$ cat src/rtl/serial_add_ctrl_pkg.sv
// Shared definitions for the bit-serial adder sequencer.
// Holds the controller state encoding, the legal WIDTH limits and a helper
// that sizes the bit counter. Drivers and monitors import the same package so
// they decode the state the same way the controller does.
package serial_add_ctrl_pkg;

  typedef enum logic [1:0] {
    ST_IDLE = 2'd0,
    ST_RUN  = 2'd1,
    ST_DONE = 2'd2
  } state_e;

  localparam int unsigned WIDTH_MIN = 1;
  localparam int unsigned WIDTH_MAX = 32;

  // A one-bit adder still needs a one-bit counter; $clog2(1) would give zero.
  function automatic int cnt_width(input int w);
    return (w > 1) ? $clog2(w) : 1;
  endfunction

endpackage

$ cat src/rtl/serial_add_ctrl_full_adder.sv
// Single-bit full adder cell shared with the ripple-carry datapath.
// Ports:
//   sum       out  a ^ b ^ carry_in
//   carry_out out  majority(a, b, carry_in)
//   a, b      in   addend bits
//   carry_in  in   incoming carry
module full_adder (
  output logic sum,
  output logic carry_out,
  input  logic a,
  input  logic b,
  input  logic carry_in
);

  assign sum       = a ^ b ^ carry_in;
  assign carry_out = (a & b) | (a & carry_in) | (b & carry_in);

endmodule

$ cat src/rtl/serial_add_ctrl.sv
// Bit-serial adder sequencer.
// Captures two WIDTH-bit operands and a carry-in when start is seen in IDLE,
// then pushes one bit pair per clock (LSB first) through a single full_adder,
// closing the carry loop through carry_q. The sum is collected in a
// right-shifting register. A one-cycle done pulse marks the result valid.
//
// state | meaning
// IDLE  | ready=1, waiting for start; results from last add held
// RUN   | busy=1, one bit processed per edge, WIDTH edges total
// DONE  | done=1 for one cycle, then back to IDLE
//
// Ports:
//   clk      in   rising-edge clock
//   rst      in   synchronous active-high reset, aborts any operation
//   start    in   request; accepted only while ready=1
//   a_in     in   operand A (sampled on accept)
//   b_in     in   operand B (sampled on accept)
//   cin      in   carry-in  (sampled on accept)
//   ready    out  high in IDLE
//   busy     out  high in RUN
//   done     out  one-cycle completion pulse
//   sum_out  out  result, held until the next accept
//   cout     out  final carry, held until the next accept
module serial_add_ctrl
  import serial_add_ctrl_pkg::*;
#(
  parameter int WIDTH = 8
) (
  input  logic             clk,
  input  logic             rst,
  input  logic             start,
  input  logic [WIDTH-1:0] a_in,
  input  logic [WIDTH-1:0] b_in,
  input  logic             cin,
  output logic             ready,
  output logic             busy,
  output logic             done,
  output logic [WIDTH-1:0] sum_out,
  output logic             cout
);

  localparam int CNT_W = cnt_width(WIDTH);
  localparam logic [CNT_W-1:0] CNT_LAST = CNT_W'(WIDTH - 1);

  state_e           state_q, state_d;
  logic [WIDTH-1:0] op_a_q, op_a_d;
  logic [WIDTH-1:0] op_b_q, op_b_d;
  logic [WIDTH-1:0] sum_q, sum_d;
  logic             carry_q, carry_d;
  logic             cout_q, cout_d;
  logic [CNT_W-1:0] cnt_q, cnt_d;

  logic fa_sum;
  logic fa_carry;

  full_adder u_fa (
    .sum       (fa_sum),
    .carry_out (fa_carry),
    .a         (op_a_q[0]),
    .b         (op_b_q[0]),
    .carry_in  (carry_q)
  );

  always_comb begin
    state_d = state_q;
    op_a_d  = op_a_q;
    op_b_d  = op_b_q;
    sum_d   = sum_q;
    carry_d = carry_q;
    cout_d  = cout_q;
    cnt_d   = cnt_q;

    case (state_q)
      ST_IDLE: begin
        if (start) begin
          op_a_d  = a_in;
          op_b_d  = b_in;
          carry_d = cin;
          cnt_d   = '0;
          sum_d   = '0;
          cout_d  = 1'b0;
          state_d = ST_RUN;
        end
      end
      ST_RUN: begin
        // New sum bit enters at the MSB; after WIDTH shifts bit 0 lands at LSB.
        sum_d   = (sum_q >> 1) | (WIDTH'(fa_sum) << (WIDTH - 1));
        op_a_d  = op_a_q >> 1;
        op_b_d  = op_b_q >> 1;
        carry_d = fa_carry;
        cnt_d   = cnt_q + CNT_W'(1);
        if (cnt_q == CNT_LAST) begin
          // cout is its own register so it stays cleared while RUN is in flight
          // and only picks up the carry of the last bit.
          cout_d  = fa_carry;
          state_d = ST_DONE;
        end
      end
      ST_DONE: begin
        state_d = ST_IDLE;
      end
      default: begin
        state_d = ST_IDLE;
      end
    endcase
  end

  always_ff @(posedge clk) begin
    if (rst) begin
      state_q <= ST_IDLE;
      op_a_q  <= '0;
      op_b_q  <= '0;
      sum_q   <= '0;
      carry_q <= 1'b0;
      cout_q  <= 1'b0;
      cnt_q   <= '0;
    end else begin
      state_q <= state_d;
      op_a_q  <= op_a_d;
      op_b_q  <= op_b_d;
      sum_q   <= sum_d;
      carry_q <= carry_d;
      cout_q  <= cout_d;
      cnt_q   <= cnt_d;
    end
  end

  // Outputs decode registered state only, so nothing combinational reaches
  // them from the inputs.
  assign ready   = (state_q == ST_IDLE);
  assign busy    = (state_q == ST_RUN);
  assign done    = (state_q == ST_DONE);
  assign sum_out = sum_q;
  assign cout    = cout_q;

endmodule

$ cat config.mk
export PLATFORM = sky130hd
export DESIGN_NAME = serial_add_ctrl
export DESIGN_NICKNAME = d
export VERILOG_FILES = /design/src/rtl/serial_add_ctrl_pkg.sv /design/src/rtl/serial_add_ctrl_full_adder.sv /design/src/rtl/serial_add_ctrl.sv
export SDC_FILE = /design/constraint.sdc
export NUM_CORES = 1
export LEC_CHECK = 0
export CAP_MARGIN = 20
export CORE_ASPECT_RATIO = 0.8
export CORE_MARGIN = 2
export CORE_UTILIZATION = 51
export CTS_CLUSTER_DIAMETER = 200
export DETAILED_ROUTE_END_ITERATION = 10
export GPL_TIMING_DRIVEN = 1
export HOLD_SLACK_MARGIN = 0.06
export PLACE_DENSITY = 0.94
export SYNTH_ARGS = -nofsm -noshare
export SYNTH_HDL_FRONTEND = slang
export SYNTH_SLANG_ARGS = --single-unit
$ cat constraint.sdc
create_clock -name clk -period 2.6 [get_ports clk]
set_input_delay 0.65 -clock clk [delete_from_list [all_inputs] [get_ports clk]]
set_output_delay 0.65 -clock clk [all_outputs]
set_load 0.02 [all_outputs]
==> summary.md <==
| Metric | Value |
|---|---|
| Status | finished, final reports clean |
| Max Freq | 0.418 GHz |
| Crit path kind | register to output pin |
| Antenna violations before repair | 0 |
| Register area share after synthesis | 47.8% |
| Most frequent cells in the layout | 31 x dfxtp_1, 31 x clkdlybuf4s50_1, 30 x nor2_1, 17 x a211oi_1, 15 x mux2i_1 |
| First-pass GRT wire length | 4.73 mm |
| Critical Path RT | 1.95 ns |
| Netlist cell types | 22 |
| Critical Path Start Type | register |
| Skew final | 0.00865 ns |
| Slowest stage delay, CP | around 0.53 ns |
| Vias in the first global route | 1021 |
| Core footprint | 2440 um2 |
| Pin count of the biggest net entering global routing | 32 |
| Internal power | 0.804 mW |
| Via density | 5.46 |
| Design Area, Final | 1710 um2 |
| Final Setup Violations | 0 |
| Placed Area | 1620 um2 |
| Die ar. | between 2000 and 3000 um2 |
| Syn Std Cell Area | about 1300 um2 |
| Static leakage | 0.674 nW |
| Worst slew pin tran | 0.586 ns |
| Post-CTS Hold Fix Bufs | 0 |
| Crit-path max FO | 9 |
| Pwr Density | around 620 nW/um2 |
| Worst-path clk slew | 0.10 ns |
| Drt wl/cell | 14.6 um |
| Detailed router's first-iteration violation count | 51 |
| Nets | 188 |
| Port bufs | 31 |
| Layout cells sized above 1 | 9.64% |
| Mean post-synth cell area | 9.84 um2 |
| Crit path arrival time | 1.74 ns |
| N_diodes | 0 |
| Slew headroom | approximately 61% |
| Clk Latency, worst-skew pair | around 0.34 ns |
| Peak supply drop | 374 uV |
| Die height | between 40 and 50 um |
| Die X | around 60 um |
| Synth warnings | 0 |
| Setup bufs post-CTS | 0 |
| Tcrit/Tclk final | 91.9% |
| Switching share of total power | 24.7% |
| Global-route usage over all layers | a little over a fifth |
| Cts repair resizes | 0 |
| P_sw | 0.264 mW |
| Seq pwr share | 48.7% |
| Drt drc | 0 |
| Starting Density | a little over half |
| Hold Crit Class | register to register |
| Dpl hpwl | 2.09 mm |
| Final Routed Wirelength | between 2 and 3 mm |
| Routed Antenna Nets | 0 |
| Combinational Power Share | between 10% and 20% |
| Fin. max-slew vios | 0 |
| Max cap viols | 0 |
| CTS root buffer | clkbuf_4 |
| Maximum root-to-sink buffer count | 2 |
| TritonCTS clock tree | yes |
| TritonCTS Sinks | 31 |
| Setup TNS | 0 ns |
| Crit path cell chain | buf_4 -> nor2b_1 -> clkdlybuf4s50_1 |
| Syn Nets | 155 |
| H-Tree Level Count | 2 |
| GPL Wtd Cong | 0.737 |
| Clk pwr share | 37.4% |
| Hold Vio Cnt, Final | 0 |
| Grt ovf | 0 |
| CTS buffer count | 5 |
| Drt pass-1 iters | 4 |
| Final cell count without fillers | 202 |
| Register bit total from synthesis | 31 |
| Layout area overhead | 31.7% |
| # IOs | 32 |
| CP max-delay cell | clkdlybuf4s50_1 |
| RSZ-0062 raised after global routing | false |
| Cells after Synth | 132 |
| Row count | 16 |
| Placed cells | 194 |
| Tmin final | between 2 and 2.5 ns |
| Via count | 1103 |
| Element type at the critical path end | output pin |
## path summary, 6_finish.rpt
kind,start,end,slack [ns],depth (start not counted)
max,state_q[0]$_SDFFE_PP0P_,done,0.21,3
min,cnt_q[0]$_SDFFE_PP0P_,cnt_q[0]$_SDFFE_PP0P_,0.49,1
max reg2reg,state_q[0]$_SDFFE_PP0P_,op_a_q[0]$_SDFFE_PP0P_,1.00,3
min reg2reg,cnt_q[0]$_SDFFE_PP0P_,cnt_q[0]$_SDFFE_PP0P_,0.49,1
## flip-flops by register name, summed over array words and instances, names as in the netlist
register	flops
carry_q	1
cnt_q	3
cout	1
op_a_q	8
op_b_q	8
state_q	2
sum_out	8
## stage by stage
step                total power [mW]  worst slack (ns)  util [%]  hold WS [ns]
floorplan                      0.621              1.04         -         0.444
global placement               0.665             0.527      66.5         0.462
detailed placement             0.677             0.330      66.5         0.477
CTS                             1.07             0.212      70.0         0.492
global route                    1.10             0.162      70.0         0.514
finish                          1.07             0.210      70.0         0.490
## power by group through the flow
stage	clock network [mW]	registers, mW	logic (mW)
6_report	0.400	0.520	0.148
2_1_floorplan	0	0.526	0.0951
5_1_grt	0.417	0.522	0.162
3_5_place_dp	0	0.531	0.146
4_1_cts	0.400	0.520	0.148
3_3_place_gp	0	0.528	0.137
## worst max-delay path: cells and delay by family, from the launching register on
kind	cells	cell delay (ns)
DFF	1	0.52
buffers and inverters	2	0.81
and+or+nand+nor	1	0.07
## layout make-up
class                      instances  area (um2)
timing repair buffer              36         348
inverter                           6        22.5
clock inverter                     2        35.0
multi-input combinational         85         588
fill                             180         732
sequential                        31         621
clock buffer                       6        51.3
tap                               36        45.0
## kinds of logic after synthesis
kind of cell             share of synthesized area (%)
AND/OR/NAND/NOR                                   10.6
buffers and inverters                             6.94
flip-flops                                        47.8
AO/OA/AOI/OAI                                     19.7
multiplexers                                      11.6
adder cells (fa/ha/maj)                           3.47
## Yosys cell counts
library cell / count / area share (%)
nor2b_1: 1 / 0.48
dfxtp_1: 31 / 48
o21bai_2: 1 / 0.87
ha_1: 2 / 1.9
fa_1: 1 / 1.5
buf_4: 2 / 1.2
inv_1: 6 / 1.7
a21oi_1: 1 / 0.38
buf_8: 1 / 1.2
buf_6: 1 / 0.87
o32ai_1: 1 / 0.67
a32oi_1: 2 / 1.3
a211oi_1: 17 / 9.8
a22oi_1: 10 / 5.8
nor2_1: 30 / 8.7
nor2b_2: 1 / 0.67
buf_2: 3 / 1.2
nand2b_1: 1 / 0.48
nand2_1: 1 / 0.29
o21ba_2: 1 / 0.77
mux2i_1: 15 / 12
clkbuf_1: 3 / 0.87
## metal layers
layer	global-route usage, %	routed length [um]	share of wire (%)	up-vias
li1	-	-	-	536
met1	26.2	1210	41	524
met2	37.1	1540	52	36
met3	3.98	140	4.8	7
met4	10.9	63	2.1	0
met5	0	0	0	-
No activity file was read; power rests on OpenSTA's default activity.
